`src/rtl/csa_pipe_addsub.sv`:
```
// ---------------------------------------------------------------------------
// csa_pipe_addsub
//
// Two-stage pipelined carry-select adder/subtractor with valid/ready
// handshakes on the operand and result sides.
//
//   Stage 1: each BLOCK-bit slice precomputes its conditional sums.
//            Slice 0 adds the real carry-in directly. Every higher slice
//            keeps both the carry-in=0 and the carry-in=1 results.
//   Stage 2: the block carry ripples slice to slice through 2:1 muxes,
//            which pick one of the precomputed sums. The result, the
//            carry/borrow out and the overflow flag are then registered.
//
// Subtraction is a + ~b + ~cin, so cin acts as a borrow-in when sub=1.
// In that mode cout is the inverted final carry, which makes it a borrow
// flag (1 = borrow).
//
// Parameters
//   WIDTH  operand/result width. It must be a multiple of BLOCK and at
//          least BLOCK.
//   BLOCK  carry-select slice width.
//
// Build option
//   CSA_OVF_EN  When defined, stage 1 captures the MSBs of a and b' and
//               drives ovf with two's-complement overflow. When undefined,
//               ovf is tied to 0 and no MSB registers exist.
//
// Ports
//   clk        in   rising-edge clock
//   rst_n      in   synchronous active-low reset
//   in_valid   in   operand beat valid
//   in_ready   out  block accepts a beat this cycle (comb from out_ready)
//   a, b       in   operands, WIDTH bits
//   cin        in   carry-in (add) / borrow-in (sub)
//   sub        in   0: a+b+cin   1: a-b-cin
//   out_valid  out  result valid
//   out_ready  in   consumer accepts the result
//   sum        out  result modulo 2^WIDTH
//   cout       out  carry-out (add) / borrow-out (sub)
//   ovf        out  two's-complement overflow (0 without CSA_OVF_EN)
// ---------------------------------------------------------------------------
module csa_pipe_addsub #(
    parameter int WIDTH = 32,
    parameter int BLOCK = 8
) (
    input  logic             clk,
    input  logic             rst_n,
    input  logic             in_valid,
    output logic             in_ready,
    input  logic [WIDTH-1:0] a,
    input  logic [WIDTH-1:0] b,
    input  logic             cin,
    input  logic             sub,
    output logic             out_valid,
    input  logic             out_ready,
    output logic [WIDTH-1:0] sum,
    output logic             cout,
    output logic             ovf
);

    localparam int NBLK = WIDTH / BLOCK;

    // ------------------------------------------------------------------
    // Effective operands for the shared adder
    // ------------------------------------------------------------------
    logic [WIDTH-1:0] b_eff;
    logic             c0;

    assign b_eff = sub ? ~b : b;
    assign c0    = sub ? ~cin : cin;

    // ------------------------------------------------------------------
    // Handshake / pipeline control
    // ------------------------------------------------------------------
    logic s1_valid_q, s1_valid_d;
    logic out_valid_q, out_valid_d;
    logic s1_load, s2_load;

    // Stage 2 can take new data when it is empty or is draining this cycle.
    assign s2_load = s1_valid_q && (!out_valid_q || out_ready);

    // Stage 1 can take a beat when it is empty, or when its content is
    // moving on to stage 2 this cycle. in_ready is held low during reset,
    // so nothing is accepted while the pipeline is being cleared.
    assign in_ready = rst_n && (!s1_valid_q || !out_valid_q || out_ready);
    assign s1_load  = in_valid && in_ready;

    always_comb begin
        s1_valid_d = s1_valid_q;
        if (s1_load) begin
            s1_valid_d = 1'b1;
        end else if (s2_load) begin
            s1_valid_d = 1'b0;
        end
    end

    always_comb begin
        out_valid_d = out_valid_q;
        if (s2_load) begin
            out_valid_d = 1'b1;
        end else if (out_ready) begin
            out_valid_d = 1'b0;
        end
    end

    // ------------------------------------------------------------------
    // Stage 1 side-band registers (data only, qualified by s1_valid_q)
    // ------------------------------------------------------------------
    logic sub_q;
`ifdef CSA_OVF_EN
    logic a_msb_q;
    logic bp_msb_q;
`endif

    always_ff @(posedge clk) begin
        if (s1_load) begin
            sub_q    <= sub;
`ifdef CSA_OVF_EN
            a_msb_q  <= a[WIDTH-1];
            bp_msb_q <= b_eff[WIDTH-1];
`endif
        end
    end

    // ------------------------------------------------------------------
    // Per-slice conditional sums (stage 1) and carry-select (stage 2)
    // ------------------------------------------------------------------
    // carry[i] is the carry into slice i, for i = 1..NBLK. carry[NBLK] is
    // the carry out of the whole word.
    logic [NBLK:1]    carry;
    logic [WIDTH-1:0] sum_d;

    genvar gi;
    generate
        for (gi = 0; gi < NBLK; gi++) begin : g_slice
            logic [BLOCK:0] a_ext;
            logic [BLOCK:0] b_ext;
            logic [BLOCK:0] sel;

            assign a_ext = {1'b0, a[gi*BLOCK +: BLOCK]};
            assign b_ext = {1'b0, b_eff[gi*BLOCK +: BLOCK]};

            if (gi == 0) begin : g_lsb
                // The lowest slice sees the real carry-in, so only one
                // sum needs to be kept and there is nothing to select.
                logic [BLOCK:0] s_q;

                always_ff @(posedge clk) begin
                    if (s1_load) begin
                        s_q <= a_ext + b_ext + {{BLOCK{1'b0}}, c0};
                    end
                end

                assign sel = s_q;
            end else begin : g_upper
                logic [BLOCK:0] s0_q;
                logic [BLOCK:0] s1_q;

                always_ff @(posedge clk) begin
                    if (s1_load) begin
                        s0_q <= a_ext + b_ext;
                        s1_q <= a_ext + b_ext + {{BLOCK{1'b0}}, 1'b1};
                    end
                end

                // The carry from the slice below picks which precomputed
                // sum (and therefore which carry-out) is the real one.
                assign sel = carry[gi] ? s1_q : s0_q;
            end

            assign sum_d[gi*BLOCK +: BLOCK] = sel[BLOCK-1:0];
            assign carry[gi+1]              = sel[BLOCK];
        end
    endgenerate

    // ------------------------------------------------------------------
    // Stage 2 result flags
    // ------------------------------------------------------------------
    logic cout_d;

    // When subtracting, a carry out means there was no borrow.
    assign cout_d = sub_q ? ~carry[NBLK] : carry[NBLK];

`ifdef CSA_OVF_EN
    logic ovf_d;
    logic ovf_q;

    // Overflow occurs when both addends share a sign and the result's
    // sign differs from it.
    assign ovf_d = (a_msb_q ^ sum_d[WIDTH-1]) & (bp_msb_q ^ sum_d[WIDTH-1]);
`endif

    // ------------------------------------------------------------------
    // Stage 2 registers and valid flags
    // ------------------------------------------------------------------
    logic [WIDTH-1:0] sum_q;
    logic             cout_q;

    always_ff @(posedge clk) begin
        if (!rst_n) begin
            s1_valid_q  <= 1'b0;
            out_valid_q <= 1'b0;
            sum_q       <= '0;
            cout_q      <= 1'b0;
`ifdef CSA_OVF_EN
            ovf_q       <= 1'b0;
`endif
        end else begin
            s1_valid_q  <= s1_valid_d;
            out_valid_q <= out_valid_d;
            // sum/cout/ovf change only on a stage-2 load, so they stay
            // stable while the consumer stalls.
            if (s2_load) begin
                sum_q  <= sum_d;
                cout_q <= cout_d;
`ifdef CSA_OVF_EN
                ovf_q  <= ovf_d;
`endif
            end
        end
    end

    assign out_valid = out_valid_q;
    assign sum       = sum_q;
    assign cout      = cout_q;
`ifdef CSA_OVF_EN
    assign ovf       = ovf_q;
`else
    assign ovf       = 1'b0;
`endif

endmodule

```
`config.mk`:
```
export PLATFORM = sky130hd
export DESIGN_NAME = csa_pipe_addsub
export DESIGN_NICKNAME = d
export VERILOG_FILES = /design/src/rtl/csa_pipe_addsub.sv
export SDC_FILE = /design/constraint.sdc
export NUM_CORES = 1
export LEC_CHECK = 0
export BUFFER_PORTS_ARGS = -buffer_cell sky130_fd_sc_hd__buf_4
export CORE_MARGIN = 2
export CORE_UTILIZATION = 30
export DETAILED_ROUTE_END_ITERATION = 6
export HOLD_SLACK_MARGIN = 0.1
export PLACE_DENSITY = 0.49
export SLEW_MARGIN = 10
export SYNTH_ARGS = -nofsm -noshare
export SYNTH_HDL_FRONTEND = slang
export SYNTH_SLANG_ARGS = --single-unit
```
`constraint.sdc`:
```
create_clock -name clk -period 3.97 [get_ports clk]
set_input_delay 0.5955 -clock clk [delete_from_list [all_inputs] [get_ports clk]]
set_output_delay 0.5955 -clock clk [all_outputs]
set_load 0.02 [all_outputs]
```
# Word-level counts from Yosys, hierarchy flattened
# Cells that the tools add are included.
# word_totals
output_inout_bits	36
in_bits	70
word_cells	43
register_bits	99
# op_classes
n_reduce_logical	10
n_mux	10
n_addsub	8
bitwise	3
# op_table
op	count
$add A8 B8 Y9	4
$mux W32	1
$not A32 Y32	1
$add A9 B1 Y9 const B	3
$mux W9	3
$add A9 B1 Y9	1
$mux W1	6
$reduce_bool A2 Y1	2
$logic_and A1 B1 Y1	3
$logic_or A1 B1 Y1	3
$logic_not A1 Y1	2
$not A1 Y1	2

# Longest topological paths before layout
# Gate-level depths: netlist of the first run.
# logic_depth
word_depth	6
mapped_depth	13
mapped_depth_nobuf	11

# Worst setup path after synthesis of the first run
# OpenSTA, ideal clock, no wires.
# synth_timing
kind	input -> register
start	input sub
end	register g_slice[2].g_upper.s1_q[7], data pin
t_required_ns	3.708
path_slack_ns	0.369
cell_stages	12
t_arrival_ns	3.339
path_buffers	2
setup_time_ns	0.262
cell_sequence	clkbuf_1 buf_1 xor2_1 ha_1 inv_1 fa_1 and2b_1 o21ai_2 xnor2_2 or4b_1 nor3b_2 xor2_1
# synth_via
elab_chain_cells	3
# synth_lines
element	line	text
start, declared	53	input logic sub,
$mux W32	69	assign b_eff = sub ? ~b : b;
$add A8 B8 Y9	162	s1_q <= a_ext + b_ext + {{BLOCK{1'b0}}, 1'b1};
$add A9 B1 Y9	162	
end signal, assigned	162	
end, declared	157	logic [BLOCK:0] s1_q;
# No other way between the ends.
# A chain may end at the register's enable or synchronous reset.

# Worst setup path after layout of the first run
# Ends and elaborated chain as after synthesis.

==> flow_summary.ini, run 1 <==
[die]
coreArea_sq_mm = 0.0181
die_width_um = 140
dieArea_sq_mm = 0.0196
initial_core_util_pct = 30.7
io_pins = 106
floorplan.rows = 49
die_y_um = 140

[clock_network]
path_clk_slew_ns = 0.07
clk_latency_ns = 0.34
h-tree-depth = 3
post_cts_resize_count = 0
ctsHoldBuffers = 0
cts_tree = yes
clk_path_buf_depth = 2
numCtsBuffers = 9
cts_num_sinks = 99
cts_root_buf = clkbuf_16
postCtsSetupBuffers = 0

[pwr]
vdd_drop_max_uv = 137
power.switching_uw = 817
p_int_uw = 2080
p_leak_uw = 0.00314
swShare_pct = 28.2
comb_power_share_pct = 25.8
power_density_mw_per_mm2 = 422
clkPwrFrac_pct = 29.8
seqPwrFrac_pct = 44.4

[worst_setup_path]
rr_startpoint = g_slice[0].g_lsb.s_q[8]
critPathArrivalTime_ns = 3.18
crit_type = input pin to flip-flop
critPathRequiredTime_ns = 4.06
cp_common_cell = xor2_1
cp_slowest_cell = or4b_1
slowest_delay_ns = 0.55
crit_start = sub
crit_chain = buf_4, xor2_1, ha_1, inv_1, fa_1, xnor2_1, nand3_1, or4b_1, nor3b_2, xor2_1
cp_max_fo = 26
end_kind = flip-flop
crit_path_start_kind = input pin

[finish]
fin_nets = 703
utilization_pct = 37.9
n_antenna_cell = 0
stdcell_count = 825
nFillCells = 1768
area_growth_pct = 23.4
drive_gt1_share_pct = 21.6

[placed_design]
post-place-ws_ns = 0.475
dp.cells = 809
io_buffers = 104
dp_hpwl_um = 8520
gp_congestion = 0.794

[logic_synthesis]
ys.flop_type = edfxtp_1
synthAdderAreaFrac_pct = 10.1
avgSynthCellArea_sq_um = 11.3
yosysTopAreaCell = edfxtp_1
synth_top_family_by_area = compound AO/OA/AOI/OAI gates
post_synth_instance_area_sq_mm = 0.00555
seq_area_frac_synth_pct = 47.2
synth-edff-count = 64
synth_top_cells_by_area = edfxtp_1 35%, dfxtp_1 13%, ha_1 8.3%
synth_compound_area_share_pct = 12.6
syn_nets = 603
async_flop_share_pct = 0
synthMuxAreaShare_pct = 5.09
netlist_instances = 491
synth-simple-area-share_pct = 10.0
synthXorXnorAreaFrac_pct = 11.5
ys_ff_latch = 99
yosys_warnings = 0
ys_types = 55
synth_top_area_share_pct = 34.6

[drt]
firstDrtPassIters = 6
vias = 3806
via_per_inst = 4.61
drt-total-wl_um = 11300
drt_iter0_drc = 133
drc_errors = 5
postRouteAntennaNets = 0
wire_per_inst_um = 13.7

[outcome]
status = complete, but fails checks
violations = design-rule violations

[timing]
slew_headroom_pct = 45.0
min_period_over_period_pct = 77.7
hold_viol = 0
whs_ns = 0.464
setup_slack_ns = 0.885
tns_ns = 0
max_freq_mhz = 324
max_slew.worst_pin.slew_ns = 0.824
fin_crit_ns = 3.09
finalClockSkew_ns = 0.00694
slew_violations = 0
setup_violations = 0
rsz0062_at_grt = false

[global_route]
grt_pass1_wl_um = 18300
grt_antenna_before_repair = 0
grt_usage_pct = 11.8
grt_pass1_vias = 3763
grt_overflow = 0
grt_start_max_net_pins = 65

[worst_hold_path]
hold_path.class = flip-flop to flip-flop
worstHoldStart = sum[0]

[flow_run]
max_cap_violations = 0
worst max-delay path, delay by kind of cell:
kind / cells / cell delay [ns]
and+or+nand+nor: 3 / 0.95
xor gates and xnor gates: 3 / 0.60
adders and majority gates: 2 / 0.58
buffers and inverters: 2 / 0.44
state kept, by name (all words and copies together) (netlist names):
| signal | flops |
|---|---|
| sum | 32 |
| g_slice.g_upper.s0_q | 27 |
| sub_q | 1 |
| g_slice.g_lsb.s_q | 9 |
| s1_valid_q | 1 |
| g_slice.g_upper.s1_q | 27 |
| out_valid | 1 |
| cout | 1 |
cell families after synthesis:
| group | after synthesis |
|---|---|
| AO/OA/AOI/OAI | 92 |
| XOR/XNOR | 72 |
| adder cells (fa/ha/maj) | 42 |
| buffers and inverters | 43 |
| flip-flops | 99 |
| multiplexers | 27 |
| other | 1 |
| AND/OR/NAND/NOR | 115 |
final timing paths:
check                          endpoint  cells after the start  slack [ns]
max          g_slice[2].g_upper.s1_q[7]                     10        0.89
min                              sum[0]                      2        0.46
max reg2reg                        cout                      6        1.14
min reg2reg                      sum[0]                      2        0.46
power groups by stage:
stage                     Clock (uW)  Combinational, uW  Sequential, uW
after global placement             0                746            1310
final                            861                747            1290
after global routing             933                841            1300
after floorplan                    0                518            1330
after detailed placement           0                758            1310
after CTS                        900                760            1290
layout by cell type (no fill, tap or decap), types with 9 or more instances in the layout:
cell and n:
xnor2_1 22, a21boi_0 10, buf_4 108, edfxtp_1 64, ha_1 37, dfxtp_1 35, a21oi_1 13, a21o_1 9
o211a_1 24, o21ai_0 10, nor2_1 19, nand2_1 51, inv_1 24, xor2_1 49, clkbuf_16 9, mux2i_1 26
synth_stat cells (all sizes together), types with 2 or more instances:
library cell,n
a211oi,3
a21boi,10
a21o,9
a21oi,13
a31oi,2
and2,3
and3,3
buf,8
clkbuf,11
dfxtp,35
edfxtp,64
fa,5
ha,37
inv,24
mux2i,27
nand2,51
nand2b,2
nand3,5
nand4,4
nor2,19
nor2b,6
nor3,5
nor3b,4
nor4,2
o211a,24
o211ai,2
o21a,6
o21ai,12
o31ai,2
or2,2
or3,4
xnor2,23
xor2,49
cell type report:
| class | count | area [sq um] | share of cell area, % |
|---|---|---|---|
| multi-input combinational | 349 | 2750 | 40.1 |
| sequential | 99 | 2620 | 38.3 |
| timing repair buffer | 108 | 811 | 11.8 |
| tap | 229 | 287 | 4.18 |
| clock buffer | 9 | 225 | 3.29 |
| inverter | 24 | 90.1 | 1.31 |
| clock inverter | 7 | 67.6 | 0.986 |
per-stage QoR:
step	power (uW)	cell area, sq um
floorplan	1850	5550
CTS	2950	6850
global placement	2050	6560
finish	2890	6850
detailed placement	2070	6560
global route	3070	6850
routing by layer:
layer,up-vias,part of all wire [%],track usage [%]
met2,77,50,20.6
met3,11,3.1,1.95
met1,1762,46,14.4
met5,-,0,0
li1,1956,-,-
met4,0,1.8,5.00
No activity file was read; power rests on OpenSTA's default activity.
==> run 2, diff against run 1 <==
Settings changed: ABC_AREA set to 1, PLACE_DENSITY 0.49 to 0.48.
Clock period 3.97 ns to 2.9 ns, I/O delays scaled along.
==> run 2 against run 1 <==
The flow now finishes without violations. Non-clock buffer count is 3 higher. Final area grew 7.2%. Largest cell class unchanged. Sequential cell count unchanged. Combinational power up 53%. Routed wire length is 9.8% higher. Critical endpoint is now g_slice[1].g_upper.s1_q[8]. Via count grew 18%. First-iteration DRC count grew 19%. Critical path depth increased by 3.
==> flow_summary.ini, run 2 <==
[outcome]
status = completed

[worst_hold_path]
hold_depth = 3
hold_path.class = input pin to flip-flop

[logic_synthesis]
ys.flop_type = edfxtp_1
ys_ff_latch = 99
synthTopCellsByCount = 173 x nand2_1, 100 x inv_1, 64 x edfxtp_1, 45 x nand3_1, 41 x xor2_1
avgSynthCellArea_sq_um = 8.62
seq_area_frac_synth_pct = 44.2
yosysMostFrequentCell = nand2_1
yosysTopAreaCell = edfxtp_1
synth_top_area_share_pct = 32.4
async_flop_share_pct = 0
synth-edff-count = 64
ys_types = 34
netlist_instances = 689
yosys_warnings = 0
synth_top_cells_by_area = edfxtp_1 32%, dfxtp_1 12%, nand2_1 11%
post_synth_instance_area_sq_mm = 0.00594
syn_nets = 801

[worst_setup_path]
crit_chain = buf_4, buf_4, xnor2_1, fa_1, inv_1, ha_1, nand2_1, nor2_1, nand2_1, nor2_2, nand2_1, nand2_1, nand2_1
slowest_delay_ns = 0.45
end_kind = flip-flop
cp_slowest_cell = fa_1
cp_max_fo = 15
crit_type = input pin to flip-flop
critPathRequiredTime_ns = 2.99
critical_path_depth = 13
cpLargestDelayFamily = adder cells
critPathArrivalTime_ns = 2.50
reg2reg_depth = 10
cp_common_cell = nand2_1
crit_path_start_kind = input pin
cp_num_buf_inv = 3

[placed_design]
io_buffers = 104
dp_hpwl_um = 9440
gp_congestion = 0.825
dp.cells = 1049
post-place-ws_ns = 0.0848

[global_route]
grt_pass1_wl_um = 20000
grt_start_max_net_pins = 65
grt_antenna_before_repair = 0
grt_usage_pct = 12.2
grt_overflow = 0
grt_pass1_vias = 4188

[clock_network]
ctsHoldBuffers = 0
cts_num_sinks = 99
cts_root_buf = clkbuf_16
cts_tree = yes
postCtsSetupBuffers = 0
path_clk_slew_ns = 0.06
post_cts_resize_count = 0
h-tree-depth = 3
clk_path_buf_depth = 2
numCtsBuffers = 9
clk_latency_ns = 0.34

[finish]
largest_reg_flops = 32
area_growth_pct = 23.7
final_cell_mix = 173 x nand2_1, 110 x buf_4, 99 x inv_1, 64 x edfxtp_1, 45 x nand3_1
drive_gt1_share_pct = 20.3
n_antenna_cell = 0
fin_nets = 907
stdcell_count = 1065
final_common_cell = nand2_1

[drt]
postRouteAntennaNets = 0
drc_errors = 0
drt_iter0_drc = 158
drt-total-wl_um = 12400
firstDrtPassIters = 5
wire_per_inst_um = 11.6
via_per_inst = 4.23
vias = 4506

[timing]
slew_violations = 0
min_period_over_period_pct = 83.1
max_slew.worst_pin.slew_ns = 0.605
slew_headroom_pct = 59.7
tns_ns = 0
rsz0062_at_grt = false
fin_crit_ns = 2.41
setup_slack_ns = 0.489
finalClockSkew_ns = 0.00519
setup_violations = 0
hold_viol = 0
max_freq_mhz = 415

[pwr]
vdd_drop_max_uv = 224
swShare_pct = 29.8
power.switching_uw = 1220
power_density_mw_per_mm2 = 557
p_int_uw = 2870
comb_power_share_pct = 27.9
seqPwrFrac_pct = 42.6
p_leak_uw = 0.00351
clkPwrFrac_pct = 29.5

[die]
io_pins = 106
floorplan.rows = 51
coreArea_sq_mm = 0.0195
die_y_um = 145
die_width_um = 145
initial_core_util_pct = 30.5
dieArea_sq_mm = 0.0209

[flow_run]
max_cap_violations = 0
## run 2: logic make-up (layout without fill, tap and decap cells)
family,Yosys count,count (layout),synth area share [%]
other,1,1,0.0631
adder cells (fa/ha/maj),42,42,9.48
XOR/XNOR,52,52,7.67
flip-flops,99,99,44.2
AND/OR/NAND/NOR,305,305,23.4
buffers and inverters,120,231,8.11
AO/OA/AOI/OAI,70,70,7.08
## run 2: per-layer routing
| metal | vias up | track usage (%) | share of wire (%) | wire [um] |
|---|---|---|---|---|
| li1 | 2452 | - | - | - |
| met1 | 1957 | 15.8 | 46 | 5670 |
| met2 | 80 | 20.3 | 48 | 5980 |
| met3 | 17 | 2.20 | 3.7 | 457 |
| met4 | 0 | 4.70 | 2.2 | 269 |
| met5 | - | 0 | 0 | 0 |
## run 2: layout make-up
| class | instances | area, sq um |
|---|---|---|
| clock buffers | 16 | 312 |
| well taps | 265 | 332 |
| repair buffers | 111 | 846 |
| fillers | 2050 | 12100 |
| multi-input cells | 470 | 2850 |
| flip-flops and latches | 99 | 2620 |
| inverters | 104 | 390 |
## run 2: worst register-to-register path: stages, from the launching register on
cell and delay [ns]:
edfxtp_1 0.40, inv_2 0.19, nand2_2 0.09, nand2_4 0.13
nand2_2 0.08, nand2_4 0.15, inv_1 0.17, nand2_1 0.09
nand3_1 0.08, o211ai_1 0.12, inv_1 0.05
## run 2: power by group through the flow
stage          logic [uW]  registers (uW)  clock network (uW)
2_1_floorplan         786            1810                   0
3_3_place_gp         1160            1770                   0
3_5_place_dp         1160            1770                   0
4_1_cts              1170            1740                1260
5_1_grt              1310            1750                1320
6_report             1140            1740                1210
## run 2: final timing paths
kind / endpoint / slack [ns] / startpoint
setup / recovery: g_slice[1].g_upper.s1_q[8] / 0.49 / sub
setup reg to reg: sum[25] / 1.24 / g_slice[0].g_lsb.s_q[8]
hold / removal: s1_valid_q / 0.32 / in_valid
hold reg to reg: out_valid / 0.48 / s1_valid_q
## run 2: through the flow
stage | util (%) | hold slack (ns) | area [sq um] | total power, uW
2_1_floorplan | - | 0.462 | 5950 | 2590
3_3_place_gp | 36.2 | 0.470 | 7040 | 2930
3_5_place_dp | 36.2 | 0.476 | 7040 | 2940
4_1_cts | 37.8 | 0.307 | 7350 | 4170
5_1_grt | 37.8 | 0.320 | 7350 | 4380
6_report | 37.8 | 0.322 | 7350 | 4090
==> run 3, diff against run 2 <==
Clock period 2.9 ns to 2.3 ns, I/O delays scaled along.
==> run 3 against run 2 <==
Worst setup slack worse by 0.29 ns. Critical path depth is 1 higher. First-iteration DRC count is 16% higher. Sequential share of layout area is 1.9 points lower. Global-route usage is 0.54 points higher. Sequential cell count stayed put. Non-clock buffer count is 54 higher. Largest power group unchanged.
==> flow_summary.ini, run 3 (synthesized netlist as in run 2, its figures left out) <==
[outcome]
status = completed

[clock_network]
ctsHoldBuffers = 0
clk_latency_ns = 0.34
numCtsBuffers = 9
path_clk_slew_ns = 0.06
cts_root_buf = clkbuf_16
cts_tree = yes
post_cts_resize_count = 0
postCtsSetupBuffers = 0
cts_num_sinks = 99
clk_path_buf_depth = 2
h-tree-depth = 3

[die]
io_pins = 106
coreArea_sq_mm = 0.0195
die_width_um = 145
initial_core_util_pct = 30.5
floorplan.rows = 51
die_y_um = 145
dieArea_sq_mm = 0.0209

[worst_hold_path]
whs_endpoint = s1_valid_q
hold_depth = 3
hold_path.class = input pin to flip-flop
worstHoldStart = in_valid

[finish]
nFillCells = 1990
final_cell_mix = 172 x nand2_1, 164 x buf_4, 95 x inv_1, 64 x edfxtp_1, 45 x nand3_1
drive_gt1_share_pct = 27.3
n_antenna_cell = 0
regArea_sq_mm = 0.00262
area_growth_pct = 30.8
fin_nets = 961
final_common_cell = nand2_1
utilization_pct = 39.9
largest_reg_flops = 32
multi_input_area_sq_mm = 0.00292

[pwr]
power_density_mw_per_mm2 = 673
power_uw = 5230
p_leak_uw = 0.00374
vdd_drop_max_uv = 251

[worst_setup_path]
crit_type = input pin to flip-flop
timing.rr.end = sum[25]
cp_max_fo = 10
regToRegSetupSlack_ns = 0.61
reg2reg_depth = 10
critPathRequiredTime_ns = 2.40
rr_startpoint = g_slice[0].g_lsb.s_q[8]
end_kind = flip-flop
critPathArrivalTime_ns = 2.20
crit_path_start_kind = input pin
crit_start = sub

[drt]
drc_errors = 0
vias = 4673
firstDrtPassIters = 4
postRouteAntennaNets = 0
drt-total-wl_um = 12500
drt_iter0_drc = 184
via_per_inst = 4.18
wire_per_inst_um = 11.2

[flow_run]
max_cap_violations = 0

[timing]
fin_crit_ns = 2.10
hold_viol = 0
rsz0062_at_grt = false
finalClockSkew_ns = 0.00456
max_freq_mhz = 477
slew_violations = 0
min_period_over_period_pct = 91.2
setup_violations = 0
whs_ns = 0.237

[global_route]
grt_pass1_wl_um = 21100
gr-usage-met3_pct = 2.27
grt_usage_pct = 12.7
use_met2_pct = 22.2
grt_antenna_before_repair = 0
grt_overflow = 0
grt.busiest_layer = met2
grt_start_max_net_pins = 49
grt_use_met1_pct = 16.0
grt_pass1_vias = 4484

[placed_design]
gp_congestion = 0.796
io_buffers = 104
dp_hpwl_um = 10000
## run 3: worst max-delay path by stage
| stage | cells past startpoint | slack [ns] | endpoint |
|---|---|---|---|
| after global routing | 14 | 0.01 | g_slice[2].g_upper.s1_q[8] |
| final | 14 | 0.20 | g_slice[3].g_upper.s1_q[8] |
| after CTS | 13 | 0.08 | g_slice[2].g_upper.s1_q[7] |
| after global placement | 13 | -0.26 | g_slice[2].g_upper.s1_q[7] |
| after floorplan | 3 | -0.29 | g_slice[0].g_lsb.s_q[0] |
| after detailed placement | 13 | -0.28 | g_slice[2].g_upper.s1_q[7] |
## run 3: critical path, stage by stage
cell and delay [ns]:
buf_6 0.15, xor2_1 0.18, ha_2 0.19, inv_1 0.05, fa_1 0.44, inv_1 0.13
ha_2 0.20, nand2_2 0.06, nor2_4 0.09, nand2_2 0.06, nor2_2 0.14, nand2_1 0.07
nand2_1 0.05, nand2_1 0.04
## run 3: where the power goes
group,switching [uW],internal (uW)
registers,55.2,2140
clock network,608,718
logic,930,776
## run 3: per-stage QoR
| step | instances | setup WS, ns | instance area [sq um] | setup TNS [ns] |
|---|---|---|---|---|
| global route | 1119 | 0.0120 | 7770 | 0 |
| global placement | 1103 | -0.255 | 7500 | -2.28 |
| detailed placement | 1103 | -0.280 | 7500 | -2.64 |
| finish | 1119 | 0.203 | 7770 | 0 |
| CTS | 1119 | 0.0774 | 7760 | 0 |
| floorplan | 689 | -0.289 | 6060 | -19.01 |
## run 3: layout make-up
type / count / share of cell area (%)
multi-input cells: 470 / 37.6
flip-flops and latches: 99 / 33.8
repair buffers: 165 / 16.0
inverters: 104 / 5.09
well taps: 265 / 4.27
clock buffers: 11 / 3.00
clock inverters: 5 / 0.258
## run 3: per-layer routing
| layer | up-vias | wire length, um |
|---|---|---|
| li1 | 2566 | - |
| met1 | 2032 | 5800 |
| met2 | 64 | 6200 |
| met3 | 11 | 382 |
| met4 | 0 | 161 |
| met5 | - | 0 |
